===== src/rtl/gat_bram_load_ctrl.sv =====
// Host-to-BRAM load controller for the GAT core: converts host byte-addressed writes to
// word-addressed BRAM writes, tracks per-channel load progress and sequences core start/finish.
module gat_bram_load_ctrl #(
    parameter int NUM_CH  = 4,
    parameter int ADDR_W  = 18,
    parameter int DATA_W  = 24,
    parameter int DEPTH_W = 19
) (
    input  logic                         clk,
    input  logic                         rst,
    input  logic                         arm,
    input  logic                         abort,
    input  logic                         layer_in,
    input  logic [NUM_CH*DEPTH_W-1:0]    ch_depth,
    input  logic [NUM_CH-1:0]            host_ena,
    input  logic [NUM_CH-1:0]            host_wea,
    input  logic [NUM_CH*(ADDR_W+2)-1:0] host_addr,
    input  logic [NUM_CH*32-1:0]         host_din,
    input  logic                         core_ready,
    output logic [NUM_CH-1:0]            bram_we,
    output logic [NUM_CH*ADDR_W-1:0]     bram_addr,
    output logic [NUM_CH*DATA_W-1:0]     bram_din,
    output logic [NUM_CH-1:0]            ch_done,
    output logic                         core_start,
    output logic                         core_layer,
    output logic                         layer_done,
    output logic [1:0]                   err_flags,
    output logic [31:0]                  status
);

    localparam int CNT_W = $clog2(NUM_CH + 1);
    localparam int CMP_W = (ADDR_W > DEPTH_W) ? ADDR_W : DEPTH_W;

    typedef enum logic [1:0] {IDLE = 2'd0, LOAD = 2'd1, START = 2'd2, RUN = 2'd3} state_t;

    state_t              state, state_nxt;
    logic                run_armed;
    logic [DEPTH_W-1:0]  depth [NUM_CH];
    logic [DEPTH_W-1:0]  count [NUM_CH];
    logic [ADDR_W-1:0]   word_addr [NUM_CH];
    logic [23:0]         dropped;
    logic [24:0]         drop_sum;
    logic [CNT_W-1:0]    drop_inc;
    logic [NUM_CH-1:0]   accept, reject, unaligned, out_of_range;
    logic [1:0]          err_set;
    logic [3:0]          done4;
    logic                in_load, arm_take, finish;
    logic                unused_din_hi;

    assign in_load  = (state == LOAD) && !abort;
    assign arm_take = arm && (state == IDLE) && !abort;
    assign finish   = (state == RUN) && run_armed && core_ready && !abort;
    assign drop_sum = {1'b0, dropped} + 25'(drop_inc);

    always_comb begin
        accept        = '0;
        reject        = '0;
        unaligned     = '0;
        out_of_range  = '0;
        err_set       = '0;
        drop_inc      = '0;
        unused_din_hi = 1'b0;
        for (int i = 0; i < NUM_CH; i++) begin
            word_addr[i]    = host_addr[i*(ADDR_W+2)+2 +: ADDR_W];
            unaligned[i]    = host_addr[i*(ADDR_W+2) +: 2] != 2'b00;
            out_of_range[i] = CMP_W'(word_addr[i]) >= CMP_W'(depth[i]);
            accept[i]       = host_ena[i] && host_wea[i] && in_load && !unaligned[i]
                              && !out_of_range[i] && !ch_done[i];
            reject[i]       = host_ena[i] && host_wea[i] && !accept[i];
            // Error bits only flag bad writes the load phase would otherwise have taken.
            if (host_ena[i] && host_wea[i] && in_load && !ch_done[i]) begin
                err_set[0] = err_set[0] | unaligned[i];
                err_set[1] = err_set[1] | out_of_range[i];
            end
            drop_inc      = drop_inc + CNT_W'(reject[i]);
            unused_din_hi = unused_din_hi ^ (^host_din[i*32+DATA_W +: 32-DATA_W]);
        end
    end

    always_comb begin
        state_nxt = state;
        case (state)
            IDLE:    if (arm) state_nxt = LOAD;
            LOAD:    if (&ch_done) state_nxt = START;
            START:   state_nxt = RUN;
            RUN:     if (run_armed && core_ready) state_nxt = IDLE;
            default: state_nxt = IDLE;
        endcase
        if (abort) state_nxt = IDLE;
    end

    // NOTE: sequential state uses non-blocking assignments so every register samples
    // pre-edge values regardless of statement order.
    always_ff @(posedge clk or posedge rst) begin
        if (rst) begin
            state      <= IDLE;
            run_armed  <= 1'b0;
            layer_done <= 1'b0;
            core_layer <= 1'b0;
            err_flags  <= '0;
            dropped    <= '0;
            bram_we    <= '0;
            bram_addr  <= '0;
            bram_din   <= '0;
            ch_done    <= '0;
            // NOTE: depth/count arrays are a handful of flops, not RAM, so they take the async reset.
            for (int i = 0; i < NUM_CH; i++) begin
                depth[i] <= '0;
                count[i] <= '0;
            end
        end else begin
            state      <= state_nxt;
            run_armed  <= (state == RUN);
            layer_done <= finish;
            bram_we    <= accept;
            for (int i = 0; i < NUM_CH; i++) begin
                if (accept[i]) begin
                    bram_addr[i*ADDR_W +: ADDR_W] <= word_addr[i];
                    bram_din[i*DATA_W +: DATA_W]  <= host_din[i*32 +: DATA_W];
                end
            end
            if (arm_take) begin
                core_layer <= layer_in;
                err_flags  <= '0;
                dropped    <= '0;
                for (int i = 0; i < NUM_CH; i++) begin
                    depth[i]   <= ch_depth[i*DEPTH_W +: DEPTH_W];
                    count[i]   <= '0;
                    ch_done[i] <= ch_depth[i*DEPTH_W +: DEPTH_W] == '0;
                end
            end else begin
                err_flags <= err_flags | err_set;
                dropped   <= drop_sum[24] ? 24'hFF_FFFF : drop_sum[23:0];
                for (int i = 0; i < NUM_CH; i++) begin
                    if (abort) begin
                        count[i]   <= '0;
                        ch_done[i] <= 1'b0;
                    end else if (accept[i]) begin
                        count[i] <= count[i] + DEPTH_W'(1);
                        if (count[i] + DEPTH_W'(1) == depth[i]) ch_done[i] <= 1'b1;
                    end
                end
            end
        end
    end

    always_comb begin
        done4              = '0;
        done4[NUM_CH-1:0]  = ch_done;
    end

    assign core_start = (state == START);
    assign status     = {state, 2'b00, done4, dropped};

endmodule


===== config.mk =====
export PLATFORM = sky130hd
export DESIGN_NAME = gat_bram_load_ctrl
export DESIGN_NICKNAME = d
export VERILOG_FILES = /design/src/rtl/gat_bram_load_ctrl.sv
export SDC_FILE = /design/constraint.sdc
export NUM_CORES = 1
export LEC_CHECK = 0
export ABC_AREA = 1
export BUFFER_PORTS_ARGS = -buffer_cell sky130_fd_sc_hd__buf_2
export CORE_MARGIN = 5
export CORE_UTILIZATION = 39
export DETAILED_ROUTE_END_ITERATION = 7
export GPL_TIMING_DRIVEN = 0
export PLACE_DENSITY = 0.65
export SKIP_CTS_REPAIR_TIMING = 1
export SYNTH_ARGS = -nofsm -noshare
export SYNTH_HDL_FRONTEND = slang
export SYNTH_SLANG_ARGS = --single-unit
export TNS_END_PERCENT = 1

===== constraint.sdc =====
create_clock -name clk -period 24.7 [get_ports clk]
set_clock_uncertainty 0.15 [all_clocks]
set_input_delay 2.47 -clock clk [delete_from_list [all_inputs] [get_ports clk]]
set_output_delay 2.47 -clock clk [all_outputs]
set_load 0.05 [all_outputs]

==> reports/metrics.yaml <==
status:
  status: "completed"
placed_design:
  dp_hpwl_mm: 51.5
  io_buffers: 476
  gp_congestion: 0.922
  place_ws_ns: 16.57
synth:
  synth_top_cell_by_area: "dfrtp_1"
  synth_top_area_share_pct: 46.0
  avgSynthCellArea_um2: 7.45
  synth-main-ff-cell: "dfrtp_1"
  synth_cells: 2622
  yosysSeqAreaShare_pct: 46.0
  synth_edf_count: 0
  syn_area_um2: 19500
  synthTopCellsByArea: "dfrtp_1 46%, nand2_1 20%, ha_1 5.2%, inv_1 5.1%, nand3_1 4.8%"
  synth-seq-cells: 359
  async_flop_share_pct: 100
  yosys_warnings: 0
  ys_types: 43
worst_setup_path:
  slowest_stage: "fa_1"
  crit_required_ns: 24.99
  rr_startpoint: "depth[73]$_DFFE_PP0P_"
  cp-start-kind: "input port"
  critPathArrivalTime_ns: 7.80
  cp-end-kind: "flop"
  startpoint: "host_addr[6]"
  crit_type: "input port to flop"
  slowest_delay_ns: 0.61
  crit_top_cell: "nand2_1"
  cp_max_fo: 10
global_route:
  antenna_found_initial: 3
  gr-total-overflow: 0
  grt_max_degree: 121
  grt.total_usage_pct: 23.2
  grt_pass1_vias: 18000
  grt_pass1_wl_mm: 99.7
die:
  io_pins: 511
  std_cell_rows: 82
  die-area_um2: 54700
  die_y_um: 234
  core_um2: 49900
  die_w_um: 234
  initial_core_util_pct: 39.2
cts:
  root_buffer: "clkbuf_16"
  clk_pin_slew_ns: 0.05
  cts-htree-levels: 2
  cts_tree: "yes"
  clock_path_buffers: 3
  cts.sinks: 359
  cts_buffers: 43
  clock_latency_ns: 0.56
sta:
  timing.final.crit_share_pct: 30.4
  worst_slew_pin_slew_ns: 1.03
  max_freq_ghz: 0.133
  fin_ws_ns: 17.19
  hold_ws_ns: 0.310
  hold_viol: 0
  setup_tns_ns: 0
  rsz0062_at_grt: "no"
  period_minus_slack_ns: 7.51
  setup_viol: 0
  slew_headroom_pct: 31.5
  slew_violations: 0
final_layout:
  layout_common_cells: "1061 x nand2_1, 504 x buf_2, 359 x dfrtp_1"
  final_core_util_pct: 48.7
  nets: 3530
  drive_above_1_share_pct: 19.3
  syn2layout_area_growth_pct: 24.2
  final_common_cell: "nand2_1"
min_path:
  hp-start: "bram_din[38]$_DFFE_PP0P_"
  hp-class: "flop to flop"
power_and_ir_drop:
  irDropWorstVdd_v: 0.0000586
  p_per_area_nw_per_um2: 98.4
  p_leak_nw: 13.2
detailed_routing:
  post_drt_via_cell_ratio: 4.89
  drtPass1Iterations: 6
  post_drt_wl_per_cell_um: 17.1
  route.detailed.drc: 0
  routed_wl_mm: 65.7
  detailedRoute.firstIterationViolations: 1170
  antenna_left: 0
  vias: 18800
job:
  max_cap_violations: 0
==> registers in the layout (all words and copies together) (netlist names), 2 cells and up <==
signal / flops
bram_din: 96
count: 76
dropped: 24
ch_done: 4
bram_we: 4
depth: 76
bram_addr: 72
state: 2
err_flags: 2
==> Yosys cell counts (2+ instances only) <==
library cell / n
nand2_1: 1061
dfrtp_1: 359
inv_1: 265
nand3_1: 188
nor2_1: 173
o21ai_0: 132
ha_1: 82
nand4_1: 62
a21oi_1: 52
o22ai_1: 38
clkbuf_1: 34
buf_2: 28
o21ai_1: 19
nor3_1: 18
xor2_1: 16
nor4_1: 13
buf_4: 12
nor2_4: 8
xnor2_1: 8
nand2_2: 7
inv_2: 5
nor2_2: 5
o31ai_1: 5
xnor3_1: 5
fa_1: 3
nor3b_1: 3
a211oi_1: 2
a31oi_1: 2
nor3_2: 2
o21bai_1: 2
==> logic make-up (layout without fill, tap and decap cells) <==
kind of cell | after synthesis | after routing | synth area share (%)
simple gates | 1544 | 1544 | 32.6
flops | 359 | 359 | 46.0
buf+inv | 346 | 898 | 7.07
compound gates | 257 | 257 | 7.04
fa+ha+maj | 85 | 85 | 5.56
xor+xnor | 30 | 30 | 1.77
other cells | 1 | 4 | 0.0192
==> where the power goes <==
part	internal, W	total (W)	switching [W]
clock	0.000389	0.000640	0.000251
sequential	0.000729	0.000825	0.0000962
combinational	0.000254	0.000924	0.000670
==> area by class of cell <==
class / count / area (µm²)
well taps: 672 / 841
flip-flops and latches: 359 / 8980
inverters: 271 / 1030
fillers: 5100 / 25600
clock inverters: 10 / 125
multi-input cells: 1918 / 9190
clock buffers: 63 / 1280
diodes: 2 / 5.00
repair buffers: 479 / 2460
plain buffers: 75 / 362
==> critical path: cells and delay by family <==
kind            cells  cell delay (ns)
compound gates      3             0.46
fa+ha+maj           4             1.79
buf+inv             6             1.24
simple gates       14             1.80
==> worst paths after layout <==
path                                        endpoint  slack [ns]  cells past startpoint
setup / recovery               dropped[18]$_DFF_PP0_       17.19                     27
hold reg to reg             bram_din[38]$_DFFE_PP0P_        0.31                      2
min in group asynchronous    bram_din[6]$_DFFE_PP0P_        1.75                      2
max in group asynchronous  bram_addr[41]$_DFFE_PP0P_       21.19                      4
setup reg to reg               dropped[18]$_DFF_PP0_       18.74                     27
hold / removal              bram_din[38]$_DFFE_PP0P_        0.31                      2
==> stage by stage <==
| step | cell area [µm²] | power (W) | instances |
|---|---|---|---|
| after floorplan | 19600 | 0.00148 | 2623 |
| after global placement | 22800 | 0.00175 | 3771 |
| after detailed placement | 22900 | 0.00176 | 3774 |
| after CTS | 24300 | 0.00241 | 3847 |
| after global routing | 24300 | 0.00254 | 3847 |
| final | 24300 | 0.00239 | 3849 |
==> metal layers <==
layer  share of wire, %  GRT usage, %
met1                 44          31.4
met5              0.062             0
met2                 46          37.4
met3                7.5          5.35
met4                2.8          6.94
(Power assumes the default switching activity.)
